<file path="src/rtl/bpm_pkg.sv">
// ============================================================================
// Module  : bpm_pkg
// Brief   : Shared framing constants, FSM encoding and checksum helper for
//           the BPM UART reporter and its RX-side checker.
// Revision: 1.0
// ============================================================================
`default_nettype none

package bpm_pkg;

    localparam logic [7:0]  c_HDR_DEFAULT = 8'hAA;
    localparam int unsigned c_FRAME_LEN   = 4;

    typedef enum logic [2:0] {
        S_IDLE      = 3'd0,
        S_LOAD      = 3'd1,
        S_START     = 3'd2,
        S_WAIT_ACK  = 3'd3,
        S_WAIT_DONE = 3'd4,
        S_NEXT      = 3'd5
    } state_t;

    // Two's complement of the byte sum, so a whole frame sums to zero.
    function automatic logic [7:0] frame_chk(
        input logic [7:0] i_b0,
        input logic [7:0] i_b1,
        input logic [7:0] i_b2
    );
        logic [7:0] w_sum;
        w_sum = i_b0 + i_b1 + i_b2;
        return ~w_sum + 8'd1;
    endfunction

endpackage

`default_nettype wire

</file>
<file path="src/rtl/bpm_chk_calc.sv">
// ============================================================================
// Module  : bpm_chk_calc
// Brief   : Combinational 3-byte frame checksum (shared with the RX checker).
// Revision: 1.0
// ============================================================================
`default_nettype none

module bpm_chk_calc
    import bpm_pkg::*;
(
    input  logic [7:0] i_hdr,
    input  logic [7:0] i_bpm,
    input  logic [7:0] i_sts,
    output logic [7:0] o_chk
);

    assign o_chk = frame_chk(i_hdr, i_bpm, i_sts);

endmodule

`default_nettype wire

</file>
<file path="src/rtl/bpm_uart_reporter.sv">
// ============================================================================
// Module  : bpm_uart_reporter
// Brief   : Frames BPM results as HDR,BPM,STATUS,CHK and sequences the bytes
//           onto a UART byte transmitter, with idle heartbeat resend.
// Revision: 1.0
// ============================================================================
`default_nettype none

module bpm_uart_reporter
    import bpm_pkg::*;
#(
    parameter logic [7:0]  HDR_BYTE      = c_HDR_DEFAULT,
    parameter int unsigned HEARTBEAT_CYC = 1_000_000,
    parameter int unsigned ACK_TIMEOUT   = 16
) (
    input  logic        clk,
    input  logic        rst_n,
    input  logic        i_bpm_valid,
    input  logic [7:0]  i_bpm_value,
    input  logic [7:0]  i_bpm_status,
    input  logic        i_uart_busy,
    output logic        o_tx_start,
    output logic [7:0]  o_tx_data,
    output logic        o_frame_active,
    output logic [15:0] o_frames_sent,
    output logic        o_overrun,
    output logic        o_ack_err
);

    localparam int unsigned        c_ACK_W    = (ACK_TIMEOUT < 2) ? 1 : $clog2(ACK_TIMEOUT);
    localparam logic [c_ACK_W-1:0] c_ACK_LAST = c_ACK_W'(ACK_TIMEOUT - 1);
    localparam logic               c_HB_EN    = (HEARTBEAT_CYC != 0);
    localparam logic [31:0]        c_HB_LAST  = (HEARTBEAT_CYC == 0) ? 32'd0 : 32'(HEARTBEAT_CYC - 1);
    localparam logic [1:0]         c_LAST_IDX = 2'(c_FRAME_LEN - 1);

    state_t             r_state;
    state_t             w_state_nxt;

    logic               r_pend_flag;
    logic [7:0]         r_pend_val;
    logic [7:0]         r_pend_sts;
    logic [7:0]         r_frm_val;
    logic [7:0]         r_frm_sts;
    logic [7:0]         r_chk;
    logic               r_ever_loaded;
    logic [1:0]         r_byte_idx;
    logic [c_ACK_W-1:0] r_ack_cnt;
    logic [31:0]        r_hb_cnt;

    logic               r_tx_start;
    logic [7:0]         r_tx_data;
    logic               r_frame_active;
    logic [15:0]        r_frames_sent;
    logic               r_overrun;
    logic               r_ack_err;

    logic               w_launch_new;
    logic               w_launch_hb;
    logic               w_launch;
    logic               w_tx_fire;
    logic               w_ack_tmo;
    logic               w_frame_done;
    logic               w_hb_due;
    logic [7:0]         w_chk;
    logic [7:0]         w_cur_byte;

    bpm_chk_calc u_chk (
        .i_hdr (HDR_BYTE),
        .i_bpm (r_frm_val),
        .i_sts (r_frm_sts),
        .o_chk (w_chk)
    );

    assign w_hb_due = c_HB_EN && (r_hb_cnt == c_HB_LAST);
    assign w_launch = w_launch_new | w_launch_hb;

    always_comb begin
        w_cur_byte = HDR_BYTE;
        case (r_byte_idx)
            2'd1:    w_cur_byte = r_frm_val;
            2'd2:    w_cur_byte = r_frm_sts;
            2'd3:    w_cur_byte = r_chk;
            default: w_cur_byte = HDR_BYTE;
        endcase
    end

    always_ff @(posedge clk or negedge rst_n) begin
        if (!rst_n) begin
            r_state <= S_IDLE;
        end else begin
            r_state <= w_state_nxt;
        end
    end

    always_comb begin
        w_state_nxt  = r_state;
        w_launch_new = 1'b0;
        w_launch_hb  = 1'b0;
        w_tx_fire    = 1'b0;
        w_ack_tmo    = 1'b0;
        w_frame_done = 1'b0;
        case (r_state)
            S_IDLE: begin
                // Fresh data always takes priority over a heartbeat resend.
                if (r_pend_flag) begin
                    w_launch_new = 1'b1;
                    w_state_nxt  = S_LOAD;
                end else if (w_hb_due && r_ever_loaded) begin
                    w_launch_hb = 1'b1;
                    w_state_nxt = S_LOAD;
                end
            end
            S_LOAD: begin
                w_state_nxt = S_START;
            end
            S_START: begin
                if (!i_uart_busy) begin
                    w_tx_fire   = 1'b1;
                    w_state_nxt = S_WAIT_ACK;
                end
            end
            S_WAIT_ACK: begin
                if (i_uart_busy) begin
                    w_state_nxt = S_WAIT_DONE;
                end else if (r_ack_cnt == c_ACK_LAST) begin
                    w_ack_tmo   = 1'b1;
                    w_state_nxt = S_IDLE;
                end
            end
            S_WAIT_DONE: begin
                if (!i_uart_busy) begin
                    w_state_nxt = S_NEXT;
                end
            end
            S_NEXT: begin
                if (r_byte_idx == c_LAST_IDX) begin
                    w_frame_done = 1'b1;
                    w_state_nxt  = S_IDLE;
                end else begin
                    w_state_nxt = S_START;
                end
            end
            default: begin
                w_state_nxt = S_IDLE;
            end
        endcase
    end

    // A strobe in the launch cycle refills the buffer after the snapshot.
    always_ff @(posedge clk or negedge rst_n) begin
        if (!rst_n) begin
            r_pend_flag   <= 1'b0;
            r_pend_val    <= 8'd0;
            r_pend_sts    <= 8'd0;
            r_overrun     <= 1'b0;
            r_frm_val     <= 8'd0;
            r_frm_sts     <= 8'd0;
            r_ever_loaded <= 1'b0;
        end else begin
            if (i_bpm_valid) begin
                r_pend_val  <= i_bpm_value;
                r_pend_sts  <= i_bpm_status;
                r_pend_flag <= 1'b1;
                if (r_pend_flag && !w_launch_new) begin
                    r_overrun <= 1'b1;
                end
            end else if (w_launch_new) begin
                r_pend_flag <= 1'b0;
            end
            if (w_launch_new) begin
                r_frm_val     <= r_pend_val;
                r_frm_sts     <= r_pend_sts;
                r_ever_loaded <= 1'b1;
            end
        end
    end

    always_ff @(posedge clk or negedge rst_n) begin
        if (!rst_n) begin
            r_chk      <= 8'd0;
            r_byte_idx <= 2'd0;
            r_ack_cnt  <= '0;
            r_hb_cnt   <= 32'd0;
        end else begin
            if (r_state == S_LOAD) begin
                r_chk      <= w_chk;
                r_byte_idx <= 2'd0;
            end else if ((r_state == S_NEXT) && !w_frame_done) begin
                r_byte_idx <= r_byte_idx + 2'd1;
            end
            if (w_tx_fire) begin
                r_ack_cnt <= '0;
            end else if (r_state == S_WAIT_ACK) begin
                r_ack_cnt <= r_ack_cnt + 1'b1;
            end
            // Holds at the due value until a frame has ever been loaded.
            if (w_launch || w_frame_done) begin
                r_hb_cnt <= 32'd0;
            end else if ((r_state == S_IDLE) && !r_pend_flag && c_HB_EN && !w_hb_due) begin
                r_hb_cnt <= r_hb_cnt + 32'd1;
            end
        end
    end

    always_ff @(posedge clk or negedge rst_n) begin
        if (!rst_n) begin
            r_tx_start     <= 1'b0;
            r_tx_data      <= 8'd0;
            r_frame_active <= 1'b0;
            r_frames_sent  <= 16'd0;
            r_ack_err      <= 1'b0;
        end else begin
            r_tx_start <= w_tx_fire;
            if (w_tx_fire) begin
                r_tx_data <= w_cur_byte;
            end
            if (w_launch) begin
                r_frame_active <= 1'b1;
            end else if (w_frame_done || w_ack_tmo) begin
                r_frame_active <= 1'b0;
            end
            if (w_frame_done) begin
                r_frames_sent <= r_frames_sent + 16'd1;
            end
            if (w_ack_tmo) begin
                r_ack_err <= 1'b1;
            end
        end
    end

    assign o_tx_start     = r_tx_start;
    assign o_tx_data      = r_tx_data;
    assign o_frame_active = r_frame_active;
    assign o_frames_sent  = r_frames_sent;
    assign o_overrun      = r_overrun;
    assign o_ack_err      = r_ack_err;

endmodule

`default_nettype wire

</file>
<file path="config.mk">
export PLATFORM = sky130hd
export DESIGN_NAME = bpm_uart_reporter
export DESIGN_NICKNAME = d
export VERILOG_FILES = /design/src/rtl/bpm_pkg.sv /design/src/rtl/bpm_chk_calc.sv /design/src/rtl/bpm_uart_reporter.sv
export SDC_FILE = /design/constraint.sdc
export NUM_CORES = 1
export LEC_CHECK = 0
export CAP_MARGIN = 20
export CORE_ASPECT_RATIO = 0.5
export CORE_MARGIN = 1
export CORE_UTILIZATION = 27
export CTS_CLUSTER_SIZE = 16
export DETAILED_ROUTE_END_ITERATION = 10
export DONT_BUFFER_PORTS = 1
export PLACE_DENSITY = 0.47
export SLEW_MARGIN = 15
export SYNTH_ARGS = -nofsm -noshare
export SYNTH_HDL_FRONTEND = slang
export SYNTH_SLANG_ARGS = --single-unit
</file>
<file path="constraint.sdc">
create_clock -name clk -period 4.6 [get_ports clk]
set_input_delay 1.38 -clock clk [delete_from_list [all_inputs] [get_ports clk]]
set_output_delay 1.38 -clock clk [all_outputs]
set_load 0.02 [all_outputs]
</file>
**After elaboration in Yosys (flattened, before gate mapping)**

Index checks and enable logic that the tools add are counted.

- Logic and storage cells: 90
- Input bits: 20
- Output and inout bits: 28
- Register bits: 111

- Bitwise gates (word level): 2
- Reductions and logical operators: 19
- Equality and inequality tests: 14
- Add/sub/neg operators: 7
- Mux-type cells: 31

Operators with widths:

| operator | count |
|---|---|
| $mux 32 | 2 |
| $add 32x1->32 const B | 1 |
| $eq 32x20->1 const B | 1 |
| $pmux 8 s3 | 1 |
| $mux 3 | 6 |
| $pmux 3 s6 | 1 |
| $add 16x1->16 const B | 1 |
| $mux 1 | 16 |
| $reduce_bool 2->1 | 5 |
| $add 8x1->8 const B | 1 |
| $add 8x8->8 | 1 |
| $add 8x8->8 const A | 1 |
| $mux 4 | 2 |
| $not 8->8 | 1 |
| $eq 3x2->1 const B | 2 |
| $eq 3x3->1 const B | 2 |
| $mux 2 | 3 |
| $ne 3x3->1 const B | 2 |
| $logic_and 1x1->1 | 5 |
| $add 4x1->4 const B | 1 |
| $eq 2x2->1 const B | 2 |
| $eq 4x4->1 const B | 1 |
| $logic_not 1->1 | 4 |
| $ne 2x2->1 const B | 2 |
| other kinds (8) | 9 |

**Logic depth before layout (Yosys ltp)**

- Word-level depth: 8
- Depth in mapped cells: 10
- Gate-level depth less buffers: 10

**By module**

A second synthesis with hierarchy kept.

- Cells, all modules: 504
- Area total of the unflattened synthesis: 5594.1 µm²

Modules (own cells, without submodules):

| module | times used | sequential area each (µm²) | cells an instance | area an instance (µm²) |
|---|---|---|---|---|
| bpm_uart_reporter | 1 | 2777.7 | 447 | 5033.6 |
| bpm_chk_calc | 1 | 0.0 | 57 | 560.5 |

**Worst setup path before layout**

OpenSTA, ideal clock, no wires.

- Path type: input to register
- Start: input port i_bpm_valid
- End: register r_pend_sts[6]
- Buffers on the path: 2
- Stages: 3
- Setup time: 0.125 ns
- Data arrival time: 2.385 ns
- Required time: 4.475 ns
- Setup slack: 2.091 ns
- Path through: clkbuf_1 clkbuf_1 mux2_2

RTL lines:

| item | line | source |
|---|---|---|
| from (decl) | bpm_uart_reporter.sv:18 | `input logic i_bpm_valid,` |
| to (signal assigned) | bpm_uart_reporter.sv:162 | `r_pend_sts <= i_bpm_status;` |
| to (decl) | bpm_uart_reporter.sv:41 | `logic [7:0] r_pend_sts;` |

No word-level cell between the ends.

**Worst setup path in the final report**

- Start: register r_frm_val[1]
- End: register r_chk[7]

- Cells in the longest elaborated chain, start to end: 4

Ends and longest elaborated chain:

| item | line | source |
|---|---|---|
| from (decl) | bpm_uart_reporter.sv:42 | `logic [7:0] r_frm_val;` |
| from (signal assigned) | bpm_uart_reporter.sv:171 | `r_frm_val <= r_pend_val;` |
| $add 8x8->8 (2 in series) | bpm_pkg.sv:30 | `w_sum = i_b0 + i_b1 + i_b2;` |
| $not 8->8 | bpm_pkg.sv:31 | `return ~w_sum + 8'd1;` |
| $add 8x1->8 | bpm_pkg.sv:31 |  |
| to (signal assigned) | bpm_uart_reporter.sv:186 | `r_chk <= w_chk;` |
| to (decl) | bpm_uart_reporter.sv:44 | `logic [7:0] r_chk;` |

No other way between the ends.
A chain may end at the register's enable or synchronous reset.

==> results.py <==
metrics = {
    "status": {
        "outcome": "finished, final reports clean",
    },
    "clocking": {
        "cts_root_buf": "clkbuf_16",
        "postCtsSetupRepairBufs": 0,
        "hold_buffers": 0,
        "clk_latency_ns": 0.36,
        "cts_inserted_buffers": 9,
        "clk_pin_slew_ns": 0.07,
        "clockBufferDepth": 2,
        "cts_resized": 0,
        "cts_sinks": 111,
        "cts_tree": "done",
        "cts_max_level": 3,
    },
    "place": {
        "numPortBuffers": 0,
        "place_area_mm2": 0.00591,
        "gp_congestion": 0.760,
        "hpwl_mm": 8.65,
    },
    "floorplanning": {
        "die-area_mm2": 0.0217,
        "dieWidth_um": 207,
        "rows": 37,
        "die_y_um": 105,
        "core_area_mm2": 0.0206,
        "io_pins": 48,
        "start_util_pct": 27.7,
    },
    "job": {
        "maxCapViolations": 0,
    },
    "setup_path": {
        "cp.buffers_inverters": 2,
        "criticalPathCategory": "reg2reg",
        "crit_family": "compound AO/OA/AOI/OAI gates",
        "end_kind": "flip-flop",
        "crit_chain": "inv_1 > ha_1 > inv_1 > ha_1 > fa_1 > a211oi_1 > o21ai_0 > a21o_1 > a211o_1 > a31oi_1",
        "r2r-start": "r_frm_val[1]",
        "worstSetupStartpoint": "r_frm_val[1]",
        "r2r_cells": 10,
        "worstPathMaxFanout": 3,
        "cp-start-kind": "flip-flop",
        "rr_endpoint": "r_chk[7]",
        "cp_data_required_time_ns": 4.87,
        "crit_path_top_delay_cell": "fa_1",
        "max_stage_delay_ns": 0.40,
        "critPathArrivalTime_ns": 2.87,
        "reg2reg_slack_ns": 2.00,
    },
    "sta": {
        "period_share_pct": 56.5,
        "slew_viol_final": 0,
        "clock_skew_ns": 0.0117,
        "rsz0062_at_grt": "no",
        "finalCriticalPeriod_ns": 2.60,
        "hold_viol_final": 0,
        "clock.fmax_mhz": 385,
        "setup_tns_ns": 0,
        "tightest_slew_ns": 0.896,
        "slew_headroom_pct": 40.3,
        "finalSetupViolCount": 0,
    },
    "yosys": {
        "yosysSeqAreaShare_pct": 48.7,
        "synth_seq_cells": 111,
        "yosys_warnings": 0,
        "syn_area_mm2": 0.00570,
        "syn-num-nets": 576,
        "synth_edf_count": 0,
        "ys_async_sr_fraction_pct": 100,
        "syn_inst": 534,
        "post_synth_num_cell_types": 63,
        "synth_ff_type": "dfrtp_1",
        "syn_area_per_cell_um2": 10.7,
    },
    "drt": {
        "vias_per_cell": 4.78,
        "vias": 3826,
        "ant_nets": 0,
        "finalWirelength_mm": 12.4,
        "drtIter0Drc": 311,
        "wire_per_inst_um": 15.5,
        "drc": 0,
        "dr.pass1.iters": 4,
    },
    "grt": {
        "grt_max_degree": 112,
        "grt_overflow": 0,
        "grt_usage_pct": 12.2,
        "grt_pass1_wl_mm": 21.0,
        "antenna_found_initial": 0,
        "grt_pass1_vias": 3905,
    },
    "final_layout": {
        "multi_input_area_mm2": 0.00267,
        "fin_nets": 564,
        "drive_gt1_share_pct": 13.7,
        "area_growth_pct": 8.96,
        "seq_area_mm2": 0.00278,
        "stdcell_area_mm2": 0.00621,
        "layout_common_cells": "dfrtp_1 (111), nand2_1 (40), nor2_1 (38), xnor2_1 (38), inv_1 (30)",
        "num-fill-cells": 2111,
        "n_antenna_cell": 0,
        "layout_commonest_cell": "dfrtp_1",
    },
    "hold_path": {
        "min_path_cells": 2,
        "worst_hold_startpoint": "r_chk[1]",
        "hold_class": "reg2reg",
        "hold_path_end": "r_chk[1]",
    },
    "pwr": {
        "power_density_mw_per_mm2": 571,
        "p_leak_nw": 2.58,
        "ir_worst_vdd_mv": 0.278,
    },
}
-- worst max path at each step --
stage / end / depth (start not counted)
floorplan: r_pend_sts[6] / 3
global placement: r_chk[7] / 10
detailed placement: r_chk[7] / 10
CTS: r_chk[7] / 10
global route: r_chk[7] / 10
finish: r_chk[7] / 10
-- where the power goes --
| part | total [mW] | internal, mW | leakage, nW | switching, mW |
|---|---|---|---|---|
| sequential | 1.36 | 1.15 | 1.42 | 0.211 |
| clock | 0.784 | 0.402 | 0.138 | 0.382 |
| combinational | 1.39 | 0.617 | 1.02 | 0.776 |
-- area by class of cell --
type                    instances  area share [%]
flip-flops and latches        111            44.7
multi-input cells             368            43.0
well taps                     273            5.50
clock buffers                  11            4.07
inverters                      30            1.81
clock inverters                 5           0.665
repair buffers                  2           0.242
-- cells by family after synthesis --
logic type	Yosys count	synth area share [%]
and+or+nand+nor	185	18.8
muxes	27	5.31
DFF	111	48.7
adders and majority gates	23	5.14
AOI/OAI and AO/OA	86	10.3
xor gates and xnor gates	47	7.22
buffers and inverters	55	4.50
-- routing by layer --
| layer | wire [um] | up-vias | global-route usage (%) |
|---|---|---|---|
| met3 | 274 | 10 | 3.01 |
| met1 | 6220 | 1907 | 16.8 |
| li1 | - | 1875 | - |
| met5 | 0 | - | 0 |
| met2 | 5780 | 34 | 19.4 |
| met4 | 134 | 0 | 2.67 |
-- flip-flops by register name (all words and copies together) (netlist names) --
name and cells:
r_frm_val 8, o_ack_err 1, o_tx_data 8, r_chk 8, r_ack_cnt 4, r_frm_sts 8
r_state 3, o_overrun 1, r_byte_idx 2, r_pend_val 8, o_frame_active 1, r_pend_flag 1
o_tx_start 1, r_hb_cnt 32, r_ever_loaded 1, o_frames_sent 16, r_pend_sts 8
-- cell usage after synthesis, types with 4 or more instances --
cell type,number,area share (%)
a21oi_1,17,1.5
inv_1,30,2.0
or2_2,5,0.55
o21ai_0,22,1.9
and4_1,4,0.61
o22ai_1,5,0.55
dfrtp_1,111,49
a22oi_1,4,0.53
a222oi_1,4,0.70
nor2_1,38,2.5
xor2_1,9,1.4
o21a_1,4,0.53
buf_2,7,0.61
and3_1,9,0.99
nor3_1,9,0.79
nor4_4,4,1.5
nand3_1,22,1.9
ha_1,21,4.6
xnor2_1,38,5.8
nand2b_1,4,0.44
nor2b_1,4,0.44
nand2_1,40,2.6
buf_6,4,0.79
nand4_1,10,1.1
or4_1,4,0.53
nor4_1,7,0.77
clkbuf_1,9,0.59
or3_1,5,0.55
mux2_2,26,5.1
a31o_2,4,0.61
-- worst reg2reg max path: stages (launching register included) --
cell	delay, ns
dfrtp_1	0.35
inv_1	0.05
ha_1	0.27
inv_1	0.04
ha_1	0.22
fa_1	0.40
a211oi_1	0.36
o21ai_0	0.19
a21o_1	0.20
a211o_1	0.28
a31oi_1	0.16
-- through the flow --
step           hold slack (ns)  total power, mW  std cells  utilization (%)  worst slack (ns)
2_1_floorplan            0.446             2.46        534                -              2.09
3_3_place_gp             0.463             2.77        784             28.7              2.05
3_5_place_dp             0.465             2.78        784             28.7              2.04
4_1_cts                  0.485             3.59        800             30.1              2.00
5_1_grt                  0.522             3.83        800             30.1              1.79
6_report                 0.483             3.54        800             30.1              2.00
Note: power is estimated with default switching activity, not from simulation.
